<file path="config.mk">
export PLATFORM = sky130hd
export DESIGN_NAME = multiplier_datapath_taint_track
export DESIGN_NICKNAME = d
export VERILOG_FILES = /design/src/rtl/multiplier_datapath_taint_track_pkg.sv /design/src/rtl/multiplier_datapath_taint_track_rs_taint_adder.sv /design/src/rtl/multiplier_datapath_taint_track.sv
export SDC_FILE = /design/constraint.sdc
export NUM_CORES = 1
export LEC_CHECK = 0
export ABC_AREA = 1
export BUFFER_PORTS_ARGS = -buffer_cell sky130_fd_sc_hd__buf_2
export CAP_MARGIN = 20
export CORE_MARGIN = 3
export CORE_UTILIZATION = 50
export CTS_CLUSTER_SIZE = 30
export DETAILED_ROUTE_END_ITERATION = 12
export PLACE_DENSITY = 0.78
export SYNTH_ARGS = -nofsm -noshare
export SYNTH_HDL_FRONTEND = slang
export SYNTH_SLANG_ARGS = --single-unit
export TNS_END_PERCENT = 5
</file>
<file path="constraint.sdc">
create_clock -name clk -period 4.54 [get_ports clk]
set_input_delay 0.908 -clock clk [delete_from_list [all_inputs] [get_ports clk]]
set_output_delay 0.908 -clock clk [all_outputs]
set_load 0.01 [all_outputs]
</file>
<file path="src/rtl/multiplier_datapath_taint_track_pkg.sv">
// ============================================================================
// Module : multiplier_datapath_taint_track_pkg
// Brief  : Shared types, default width and taint helper for the taint-tracked
//          shift-add multiplier (datapath and controller).
// Rev    : 1.0 - initial release
// ============================================================================
`default_nettype none

package multiplier_datapath_taint_track_pkg;

    localparam int WIDTH_DEFAULT = 4;
    localparam int SMEAR_W       = 64;

    typedef enum logic [1:0] {
        RS_IDLE  = 2'd0,
        RS_CLEAR = 2'd1,
        RS_LOAD  = 2'd2,
        RS_SHIFT = 2'd3
    } rs_op_t;

    // Lowest set bit and every bit above it; zero mask stays zero.
    // mask | -mask keeps the lowest set bit and sets everything above it.
    function automatic logic [SMEAR_W-1:0] taint_smear_up(input logic [SMEAR_W-1:0] mask);
        return mask | (~mask + {{(SMEAR_W-1){1'b0}}, 1'b1});
    endfunction

endpackage

`default_nettype wire

</file>
<file path="src/rtl/multiplier_datapath_taint_track_rs_taint_adder.sv">
// ============================================================================
// Module : rs_taint_adder
// Brief  : (W+1)-bit running-sum add with carry-aware taint propagation.
// Rev    : 1.0 - initial release
// ============================================================================
`default_nettype none

module rs_taint_adder
    import multiplier_datapath_taint_track_pkg::*;
#(
    parameter int W = WIDTH_DEFAULT
) (
    input  logic [W:0]   i_a,
    input  logic [W:0]   i_a_t,
    input  logic [W-1:0] i_b,
    input  logic [W-1:0] i_b_t,
    output logic [W:0]   o_sum,
    output logic [W:0]   o_sum_t
);

    logic [W:0]         w_mask;
    logic [SMEAR_W-1:0] w_smear_full;
    logic               w_unused_smear;

    assign o_sum  = i_a + {1'b0, i_b};
    assign w_mask = i_a_t | {1'b0, i_b_t};

    // A tainted input bit can disturb its own position and, via carries,
    // every position above it.
    assign w_smear_full   = taint_smear_up(SMEAR_W'(w_mask));
    assign o_sum_t        = w_smear_full[W:0];
    assign w_unused_smear = &{1'b0, w_smear_full[SMEAR_W-1:W+1]};

endmodule

`default_nettype wire

</file>
<file path="src/rtl/multiplier_datapath_taint_track.sv">
// ============================================================================
// Module : multiplier_datapath_taint_track
// Brief  : Shift-add multiplier datapath with per-bit taint shadow registers.
// Rev    : 1.0 - initial release
// ============================================================================
`default_nettype none

module multiplier_datapath_taint_track
    import multiplier_datapath_taint_track_pkg::*;
#(
    parameter int WIDTH = WIDTH_DEFAULT
) (
    input  logic               clk,
    input  logic               rst,
    input  logic [WIDTH-1:0]   multiplicand,
    input  logic [WIDTH-1:0]   multiplicand_t,
    input  logic [WIDTH-1:0]   multiplier,
    input  logic [WIDTH-1:0]   multiplier_t,
    input  logic               mdld,
    input  logic               mdld_t,
    input  logic               mrld,
    input  logic               mrld_t,
    input  logic               rsclear,
    input  logic               rsclear_t,
    input  logic               rsload,
    input  logic               rsload_t,
    input  logic               rsshr,
    input  logic               rsshr_t,
    output logic [WIDTH-1:0]   multiplierReg,
    output logic [WIDTH-1:0]   multiplierReg_t,
    output logic [2*WIDTH-1:0] product,
    output logic [2*WIDTH-1:0] product_t
);

    logic [WIDTH-1:0] r_md;
    logic [WIDTH-1:0] r_md_t;
    logic [WIDTH-1:0] r_mr;
    logic [WIDTH-1:0] r_mr_t;
    logic [2*WIDTH:0] r_rs;
    logic [2*WIDTH:0] r_rs_t;

    rs_op_t           w_op;
    logic             w_rs_ctl_taint;
    logic [WIDTH:0]   w_sum;
    logic [WIDTH:0]   w_sum_t;

    // The control taint covers every strobe consulted in the priority chain
    // before the winning operation: any of them flipping could change rs.
    always_comb begin
        w_op           = RS_IDLE;
        w_rs_ctl_taint = rsclear_t | rsload_t | rsshr_t;
        if (rsclear) begin
            w_op           = RS_CLEAR;
            w_rs_ctl_taint = rsclear_t;
        end else if (rsload) begin
            w_op           = RS_LOAD;
            w_rs_ctl_taint = rsclear_t | rsload_t;
        end else if (rsshr) begin
            w_op           = RS_SHIFT;
        end
    end

    rs_taint_adder #(
        .W (WIDTH)
    ) u_rs_taint_adder (
        .i_a     (r_rs[2*WIDTH:WIDTH]),
        .i_a_t   (r_rs_t[2*WIDTH:WIDTH]),
        .i_b     (r_md),
        .i_b_t   (r_md_t),
        .o_sum   (w_sum),
        .o_sum_t (w_sum_t)
    );

    always_ff @(posedge clk) begin
        if (!rst) begin
            r_md   <= '0;
            r_md_t <= '0;
            r_mr   <= '0;
            r_mr_t <= '0;
            r_rs   <= '0;
            r_rs_t <= '0;
        end else begin
            if (mdld) begin
                r_md   <= multiplicand;
                r_md_t <= multiplicand_t;
            end
            if (mdld_t) begin
                r_md_t <= '1;
            end

            if (mrld) begin
                r_mr   <= multiplier;
                r_mr_t <= multiplier_t;
            end
            if (mrld_t) begin
                r_mr_t <= '1;
            end

            case (w_op)
                RS_CLEAR: begin
                    r_rs   <= '0;
                    r_rs_t <= '0;
                end
                RS_LOAD: begin
                    r_rs[2*WIDTH:WIDTH]   <= w_sum;
                    r_rs_t[2*WIDTH:WIDTH] <= w_sum_t;
                end
                RS_SHIFT: begin
                    r_rs   <= r_rs >> 1;
                    r_rs_t <= r_rs_t >> 1;
                end
                default: begin
                end
            endcase
            if (w_rs_ctl_taint) begin
                r_rs_t <= '1;
            end
        end
    end

    assign multiplierReg   = r_mr;
    assign multiplierReg_t = r_mr_t;
    assign product         = r_rs[2*WIDTH-1:0];
    assign product_t       = r_rs_t[2*WIDTH-1:0];

endmodule

`default_nettype wire

</file>
==> flow_summary.toml <==
[worst_setup_path]
crit_start = "rsload"
cp-start-kind = "primary input"
endpoint_kind = "register"
cp_max_fo = 8
critical_path_class = "in -> reg"
r2r-start = "r_rs[4]$_SDFFE_PN0P_"
cp.arrival_ps = 2410
crit_required_ps = 4790

[clock_tree]
cts_setup_buffers = 0
clk_transition_reported_paths_ps = 110
clock_path_buffers = 2
cts_root_buffer = "clkbuf_4"
cts_tree = "done"
cts_hold_buf = 0
cts_num_sinks = 34
cts_inserted_buffers = 5
worstSkewPairLatency_ps = 340
h-tree-depth = 2
post_cts_resized = 0

[synthesis]
synthCells = 242
ys_ff_latch = 34
avgSynthCellArea_um2 = 7.30
ys_types = 21
yosysSeqAreaShare_pct = 38.6
syn-num-nets = 280
yosys_warnings = 0
netlist_area_mm2 = 0.00177

[sta]
max_freq_ghz = 0.462
grt_setup_unrepaired = "false"
tightest_slew_ps = 458
slew_violations = 0
hold_viol = 0
fin_ws_ps = 2380
fin_crit_ps = 2160
clock_skew_ps = 7.00
setup_viol = 0
finalSetupTns_ps = 0
hold_slack_ps = 469
finalCritPeriodShare_pct = 47.7
max_slew_margin_pct = 69.4

[place]
dp_worst_setup_slack_ps = 2030
io_buffers = 51
dp_hpwl_um = 2700
gp_congestion = 0.817

[floorplan]
die_y_um = 65.4
core_mm2 = 0.00320
dieArea_mm2 = 0.00428
die_x_um = 65.4
rows = 20
io_pins = 52
initial_core_util_pct = 55.1

[final_layout]
diodes = 0
fillers = 334
syn_to_final_growth_pct = 12.8
final_util_pct = 62.2
nets = 316
drive_gt1_share_pct = 24.7

[power_and_ir_drop]
ir_drop_mv = 0.189
powerDensity_mw_per_mm2 = 311
leakage_nw = 1.01

[run_status]
outcome = "finished clean"

[global_routing]
gr-total-overflow = 0
grt_start_max_net_pins = 22
grt_pass1_wl_um = 6020
antenna_found_initial = 0
grt_pass1_vias = 1431
grt_usage_pct = 17.8

[routing]
wl_per_cell_um = 11.0
dr.pass1.iters = 4
viasPerCell = 4.94
totalWireLength_um = 3570
dr.first_iter.drc_count = 83
vias = 1597
drc_errors = 0
final_antenna_net_count = 0

[hold_path]
hp-start = "multiplierReg_t[1]$_SDFFE_PN0P_"
hp-class = "reg -> reg"

[job]
max-cap-violations = 0
==> worst max-delay path, stage by stage <==
cell	delay [ps]
buf_2	90
inv_2	40
a21oi_2	270
inv_1	180
ha_1	330
inv_2	140
nand4_2	210
o21ai_1	180
nor2_1	60
==> Yosys cell counts <==
master	number	area, um^2
a21oi_1	38	190
a21oi_2	1	8.76
a21oi_4	1	16.3
a22o_1	2	17.5
buf_2	1	5.00
buf_4	16	120
clkbuf_1	5	18.8
dfxtp_1	34	681
fa_1	1	20.0
ha_1	9	113
inv_1	12	45.0
inv_2	5	18.8
nand2_1	43	161
nand2_2	2	12.5
nand3_1	6	30.0
nand3b_4	1	20.0
nand4_1	3	18.8
nand4_2	1	12.5
nor2_1	39	146
o21ai_0	19	95.1
o21ai_1	3	15.0
==> cells by family (layout without fill, tap and decap cells) <==
| group | after synthesis | count (layout) | share of synthesized area (%) |
|---|---|---|---|
| flip-flops | 34 | 34 | 38.6 |
| AO/OA/AOI/OAI | 64 | 64 | 19.4 |
| AND/OR/NAND/NOR | 95 | 95 | 22.7 |
| buffers and inverters | 39 | 76 | 11.8 |
| adder cells (fa/ha/maj) | 10 | 10 | 7.51 |
==> cells in the final DEF (no fill, tap or decap) <==
| cell type | count |
|---|---|
| clkbuf_1 | 1 |
| a21oi_1 | 38 |
| dfxtp_1 | 34 |
| clkinv_2 | 1 |
| a21oi_2 | 1 |
| nand3b_4 | 1 |
| ha_1 | 9 |
| a22o_1 | 2 |
| nand2_2 | 2 |
| nand4_1 | 3 |
| buf_2 | 51 |
| o21ai_0 | 19 |
| clkbuf_4 | 5 |
| inv_1 | 12 |
| clkbuf_8 | 1 |
| a21oi_4 | 1 |
| o21ai_1 | 3 |
| fa_1 | 1 |
| inv_2 | 5 |
| nand3_1 | 6 |
| nand2_1 | 43 |
| nor2_1 | 39 |
| nand4_2 | 1 |
==> per-layer routing <==
layer  wire length (um)  share of wire [%]  track usage, %
met2               1560                 44            27.6
met1               1680                 47            23.3
met5                  0                  0               0
met4                 40                1.1            6.74
met3                284                8.0            5.30
==> final timing paths <==
| check | to | slack [ps] | depth (start not counted) |
|---|---|---|---|
| max | r_rs_t[5]$_SDFFE_PN0P_ | 2380 | 9 |
| min | multiplierReg_t[1]$_SDFFE_PN0P_ | 470 | 2 |
| max reg2reg | r_rs[8]$_SDFFE_PN0P_ | 2840 | 8 |
| min reg2reg | multiplierReg_t[1]$_SDFFE_PN0P_ | 470 | 2 |
==> area by class of cell <==
type	count	area (um^2)	share of cell area (%)
multi-input cells	169	877	44.0
flip-flops and latches	34	681	34.2
repair buffers	51	255	12.8
inverters	17	63.8	3.20
clock buffers	7	55.1	2.76
well taps	44	55.1	2.76
clock inverters	1	5.00	0.251
==> report_power, final <==
group          total [mW]  internal (mW)  switching [mW]
registers           0.333          0.319          0.0144
logic               0.111         0.0444          0.0663
clock network       0.174         0.0750          0.0995
total               0.619          0.438           0.180
==> through the flow <==
step                power [mW]  instances  instance area (um^2)
finish                   0.619        323                  1990
global route             0.658        323                  1990
CTS                      0.626        323                  1990
global placement         0.450        315                  1930
detailed placement       0.451        315                  1930
floorplan                0.422        242                  1770
==> flip-flops by register name, summed over array words and instances, names as in the netlist <==
signal / count
multiplierReg_t: 4
r_rs_t: 9
r_md_t: 4
multiplierReg: 4
r_rs: 9
r_md: 4
Power figures use the tool's default switching activity.
